[src/rtl/cam_rr_mux.sv]
// -----------------------------------------------------------------------------
// cam_rr_mux -- N-channel round-robin multiplexer with a one-word output register
//
// Each cycle with a free (or freeing) output slot, the arbiter picks the first
// valid channel after the last-granted one. It accepts that channel's word
// through in_ready and registers it on the output one cycle later.
//
// Parameters
//   N      number of input channels (1..16)
//   WIDTH  data width per channel
//   SW     select width, max(1, clog2(N))
//
// Ports
//   clk        clock, rising edge
//   reset      synchronous, active-high
//   in_valid   [N]        per-channel request
//   in_data    [N*WIDTH]  channel i at [i*WIDTH +: WIDTH]
//   in_ready   [N]        one-hot (or zero) accept for the granted channel
//   out_valid             output register holds a word
//   out_data   [WIDTH]    registered word
//   out_sel    [SW]       channel that supplied out_data
//   out_ready             downstream accept
//   force_en, force_sel   only with CAM_RR_MUX_FORCE_EN: restrict the grant to
//                         channel force_sel without moving the round-robin pointer
//
// Optional feature macro: CAM_RR_MUX_FORCE_EN
// -----------------------------------------------------------------------------

// Per-lane data gate: passes the lane's word only when that lane is granted,
// so the output mux reduces to an OR across lanes.
module cam_rr_mux_lane #(
   parameter int WIDTH = 32
) (
   input  logic             gnt,
   input  logic [WIDTH-1:0] data,
   output logic [WIDTH-1:0] data_m
);
   assign data_m = {WIDTH{gnt}} & data;
endmodule

module cam_rr_mux #(
   parameter  int N     = 4,
   parameter  int WIDTH = 32,
   localparam int SW    = (N > 1) ? $clog2(N) : 1
) (
   input  logic               clk,
   input  logic               reset,
   input  logic [N-1:0]       in_valid,
   input  logic [N*WIDTH-1:0] in_data,
   output logic [N-1:0]       in_ready,
   output logic               out_valid,
   output logic [WIDTH-1:0]   out_data,
   output logic [SW-1:0]      out_sel,
`ifdef CAM_RR_MUX_FORCE_EN
   input  logic               force_en,
   input  logic [SW-1:0]      force_sel,
`endif
   input  logic               out_ready
);

   typedef enum logic {EMPTY = 1'b0, FULL = 1'b1} state_t;

   state_t                  state_q, state_d;
   logic [SW-1:0]           ptr_q;
   logic [SW-1:0]           gnt_idx;
   logic [SW-1:0]           sel_q;
   logic [WIDTH-1:0]        data_q;
   logic [N-1:0]            cand;
   logic [N-1:0]            gnt_oh;
   logic                    found;
   logic                    load;
   logic                    take;
   logic                    ptr_upd;
   logic [N-1:0][WIDTH-1:0] lane_data;
   logic [WIDTH-1:0]        mux_data;

   // Candidate set. A forced grant looks at one channel only; an out-of-range
   // force_sel matches no channel and so grants nothing.
`ifdef CAM_RR_MUX_FORCE_EN
   always_comb begin
      cand    = in_valid;
      ptr_upd = 1'b1;
      if (force_en) begin
         cand    = '0;
         ptr_upd = 1'b0;
         for (int i = 0; i < N; i++)
            if (int'(force_sel) == i) cand[i] = in_valid[i];
      end
   end
`else
   assign cand    = in_valid;
   assign ptr_upd = 1'b1;
`endif

   // Round-robin search starting at ptr+1. Distances are scanned from far to
   // near, so the nearest valid channel is the last one written and wins.
   always_comb begin
      found   = 1'b0;
      gnt_idx = '0;
      for (int k = N; k >= 1; k--)
         for (int i = 0; i < N; i++)
            if (cand[i] && (((int'(ptr_q) + k) % N) == i)) begin
               found   = 1'b1;
               gnt_idx = SW'(i);
            end
   end

   assign load = (state_q == EMPTY) | out_ready;
   // Reset suppresses the handshake so that nothing is accepted in the reset cycle.
   assign take = load & found & ~reset;

   always_comb begin
      gnt_oh = '0;
      for (int i = 0; i < N; i++)
         gnt_oh[i] = take && (gnt_idx == SW'(i));
   end

   assign in_ready = gnt_oh;

   for (genvar g = 0; g < N; g++) begin : g_lane
      cam_rr_mux_lane #(.WIDTH(WIDTH)) u_lane (
         .gnt    (gnt_oh[g]),
         .data   (in_data[g*WIDTH +: WIDTH]),
         .data_m (lane_data[g])
      );
   end

   always_comb begin
      mux_data = '0;
      for (int i = 0; i < N; i++) mux_data = mux_data | lane_data[i];
   end

   // Next state: any load slot either refills the register or empties it.
   always_comb begin
      state_d = state_q;
      if (load) state_d = found ? FULL : EMPTY;
   end

   always_ff @(posedge clk) begin
      if (reset) begin
         state_q <= EMPTY;
         data_q  <= '0;
         sel_q   <= '0;
         ptr_q   <= SW'(N-1);     // channel 0 searched first after reset
      end else begin
         state_q <= state_d;
         if (take) begin
            data_q <= mux_data;
            sel_q  <= gnt_idx;
            if (ptr_upd) ptr_q <= gnt_idx;
         end
      end
   end

   assign out_valid = (state_q == FULL);
   assign out_data  = data_q;
   assign out_sel   = sel_q;

endmodule

[config.mk]
export PLATFORM = sky130hd
export DESIGN_NAME = cam_rr_mux
export DESIGN_NICKNAME = d
export VERILOG_FILES = /design/src/rtl/cam_rr_mux.sv
export SDC_FILE = /design/constraint.sdc
export NUM_CORES = 1
export LEC_CHECK = 0
export CORE_ASPECT_RATIO = 0.9
export CORE_MARGIN = 1.5
export CORE_UTILIZATION = 37
export DETAILED_ROUTE_END_ITERATION = 12
export PLACE_DENSITY = 0.82
export SLEW_MARGIN = 10
export SYNTH_ARGS = -nofsm -noshare
export SYNTH_HDL_FRONTEND = slang
export SYNTH_HIERARCHICAL = 1
export SYNTH_SLANG_ARGS = --single-unit
[constraint.sdc]
create_clock -name clk -period 2.52 [get_ports clk]
set_clock_uncertainty 0.1 [all_clocks]
set_input_delay 0.378 -clock clk [delete_from_list [all_inputs] [get_ports clk]]
set_output_delay 0.378 -clock clk [all_outputs]
set_load 0.01 [all_outputs]
==> impl_results.md <==
- Startpoint Class: input port
- Placer congestion estimate: about 0.85
- Unique masters post-synth: 27
- Max FO, Critical Path: 3
- Via count: approximately 2900
- Clock power frac: 24.2%
- Port Buffer Count: between 150 and 200
- Area grow syn2layout: 77.0%
- Worst path max stage delay: ~0.46 ns
- Synthesized area: 2700 um^2
- Total die area: about 8000 um^2
- Sw Ratio: 27.3%
- Residual DRC: 0
- Post-synth EDFFs: 0
- Ys async rst share: 0%
- Seq pwr share: 36.4%
- Clk slew on worst S/H paths: ~0.07 ns
- Synth Instances: 320
- ANT cells: 0
- Setup TNS: 0 ns
- Global-route wire length before repair: 13800 um
- Cell taking the most area after synthesis: and2_2
- Largest net degree at the start of global routing: between 60 and 70
- CTS Root Cell: clkbuf_8
- Antenna violations before repair: 0
- Synth warnings: 6
- Clock Latency Late Sink: roughly 0.28 ns
- Psw: 0.000505 W
- Area contributors post-synth: and2_2 36%, dfxtp_1 27%, a211oi_2 8.8%
- Fraction of layout cells with a size suffix above 1: between 30% and 40%
- WP data arrival: roughly 2 ns
- Post-DRT Antenna Nets: 0
- Final setup violation count: 0
- Height of the die: 84.1 um
- Fmax: 408 MHz
- Final period util: between 90% and 100%
- Total power: around 0.0019 W
- Final hold violations: 0
- Leak: between 1.5 and 2 nW
- Layout net count: around 640
- CTS tree: built
- Wire length per cell: 14.6 um
- Slowest cell on the critical path: clkdlybuf4s50_1
- IO Count: between 150 and 200
- Top_reg_cell synth: dfxtp_1
- Worst hold-check path type: input port to flip-flop
- Vias in the first global route: about 3000
- Core ar.: between 7000 and 8000 um^2
- Sequential share of the synthesized area: between 20 and 30%
- # Max-Cap Violations: 0
- Most frequent cells after synthesis: 128 x and2_2, 40 x nor2_1, 37 x dfxtp_1, 32 x nor4_1, 19 x a211oi_2
- Clk buf depth: 2
- FF+latch count, synth: 37
- Syn_nets: about 460
- GRT overflow: 0
- RSZ-0062 raised after global routing: no
- Rows: 29
- Crit path kind: input port to output port
- Yosys top cell area share: between 30% and 40%
- Num CTS Buffers: 5
- Status: complete, no violations
- Fin crit period: about 2.5 ns
- Pint: around 0.0013 W
- Slew @ Worst Pin: about 0.73 ns
- CP Data Required Time: a little over 2 ns
- Combinational Power Share: approximately two fifths
- Syn Area/Cell: between 8 and 9 um^2
- # hold bufs at CTS: 0
- Max rail drop VDD: roughly 0.24 mV
- Cell with the most instances after synthesis: and2_2
- CP endpoint kind: output port
- H-tree Lvls: 2
- Slew HR: between 50% and 60%
- Drt via density: slightly below 5
- Drt pass-1 iters: 4
- Clk sink count: 37
- Total Routing Usage GR: 21.9%
- Final WL: 8720 um
- Pwr/cell area: 387 nW/um^2
- Hold slack: 0.250 ns
- Chip width: between 90 and 100 um
- Cell Chain, Critical Path: clkdlybuf4s50_1 > nor2b_1 > or2_2 > or3_4 > nor2_2 > dlygate4sd2_1
- Detailed Place HPWL: about 6700 um
- Max-slew violation count: 0
- Initial core utilization: around two fifths
- Initial DRC count: between 40 and 50
worst max-delay path, delay by kind of cell:
family	cells	cell delay (ns)
AND/OR/NAND/NOR	4	0.85
buffers and inverters	2	0.75
registers in the layout, indices dropped and copies added, names as in the netlist:
register	count
ptr_q	2
out_sel	2
out_data	32
out_valid	1
logic make-up (layout without fill, tap and decap cells):
logic type             after synthesis  count (layout)  synth area share, %
AOI/OAI and AO/OA                   42              42                 14.6
DFF                                 37              37                 27.4
buffers and inverters               23             205                 4.77
and+or+nand+nor                    218             218                 53.2
cell type report:
cell class                 instances  area [um^2]
timing repair buffer             197         1940
clock buffer                       7         96.3
clock inverter                     1         5.00
fill                             575         2290
sequential                        37          741
multi-input combinational        260         1880
tap                               93          116
through the flow:
stage	utilization, %	setup slack [ns]	cell area, um^2	std cells
2_1_floorplan	-	0.315	2700	320
3_3_place_gp	65.4	-0.311	4630	584
3_5_place_dp	65.4	-0.408	4630	584
4_1_cts	67.0	0.0806	4740	594
5_1_grt	67.6	0.000316	4780	595
6_report	67.6	0.0699	4780	595
timing repair:
action                     4_1_cts  5_1_grt
resized for setup               10        6
cloned                           0        0
pin swaps                        3        1
buffers inserted                 2        1
setup endpoints to repair       25        7
worst paths after layout:
path	slack (ns)	end	from	depth (start not counted)
worst max-delay path	0.07	in_ready[2]	out_ready	6
worst min register to register	0.38	out_sel[1]	out_sel[1]	2
worst max register to register	0.13	out_data[17]	ptr_q[0]	9
worst min-delay path	0.25	ptr_q[1]	reset	3
layer usage:
layer / share of wire (%) / GRT usage, %
met5: 0 / 0
met4: 1.0 / 4.41
met3: 7.8 / 5.83
met2: 49 / 40.8
met1: 42 / 24.8
placed cells by master, fill, tap and decap left out:
| cell | instances |
|---|---|
| a211oi_1 | 14 |
| a211oi_2 | 19 |
| a21o_1 | 1 |
| a21oi_1 | 2 |
| and2_1 | 1 |
| and2_2 | 128 |
| and2b_1 | 1 |
| and3_1 | 1 |
| buf_12 | 3 |
| buf_2 | 1 |
| buf_4 | 20 |
| buf_6 | 2 |
| clkbuf_8 | 7 |
| clkdlybuf4s50_1 | 164 |
| clkinv_2 | 1 |
| dfxtp_1 | 37 |
| dlygate4sd2_1 | 7 |
| nand2b_1 | 3 |
| nand3_1 | 1 |
| nand3b_1 | 1 |
| nor2_1 | 36 |
| nor2_2 | 4 |
| nor2_4 | 1 |
| nor2b_1 | 3 |
| nor3_1 | 2 |
| nor4_1 | 28 |
| nor4_2 | 4 |
| nor4_4 | 1 |
| o21ai_0 | 5 |
| o221ai_2 | 1 |
| or2_2 | 2 |
| or3_4 | 1 |
power by group through the flow:
| stage | Sequential [W] | Clock, W | Combinational, W |
|---|---|---|---|
| 2_1_floorplan | 0.000709 | 0 | 0.000280 |
| 3_3_place_gp | 0.000683 | 0 | 0.000706 |
| 3_5_place_dp | 0.000686 | 0 | 0.000720 |
| 4_1_cts | 0.000673 | 0.000462 | 0.000726 |
| 5_1_grt | 0.000681 | 0.000488 | 0.000786 |
| 6_report | 0.000673 | 0.000448 | 0.000730 |
Note: power is estimated with default switching activity, not from simulation.
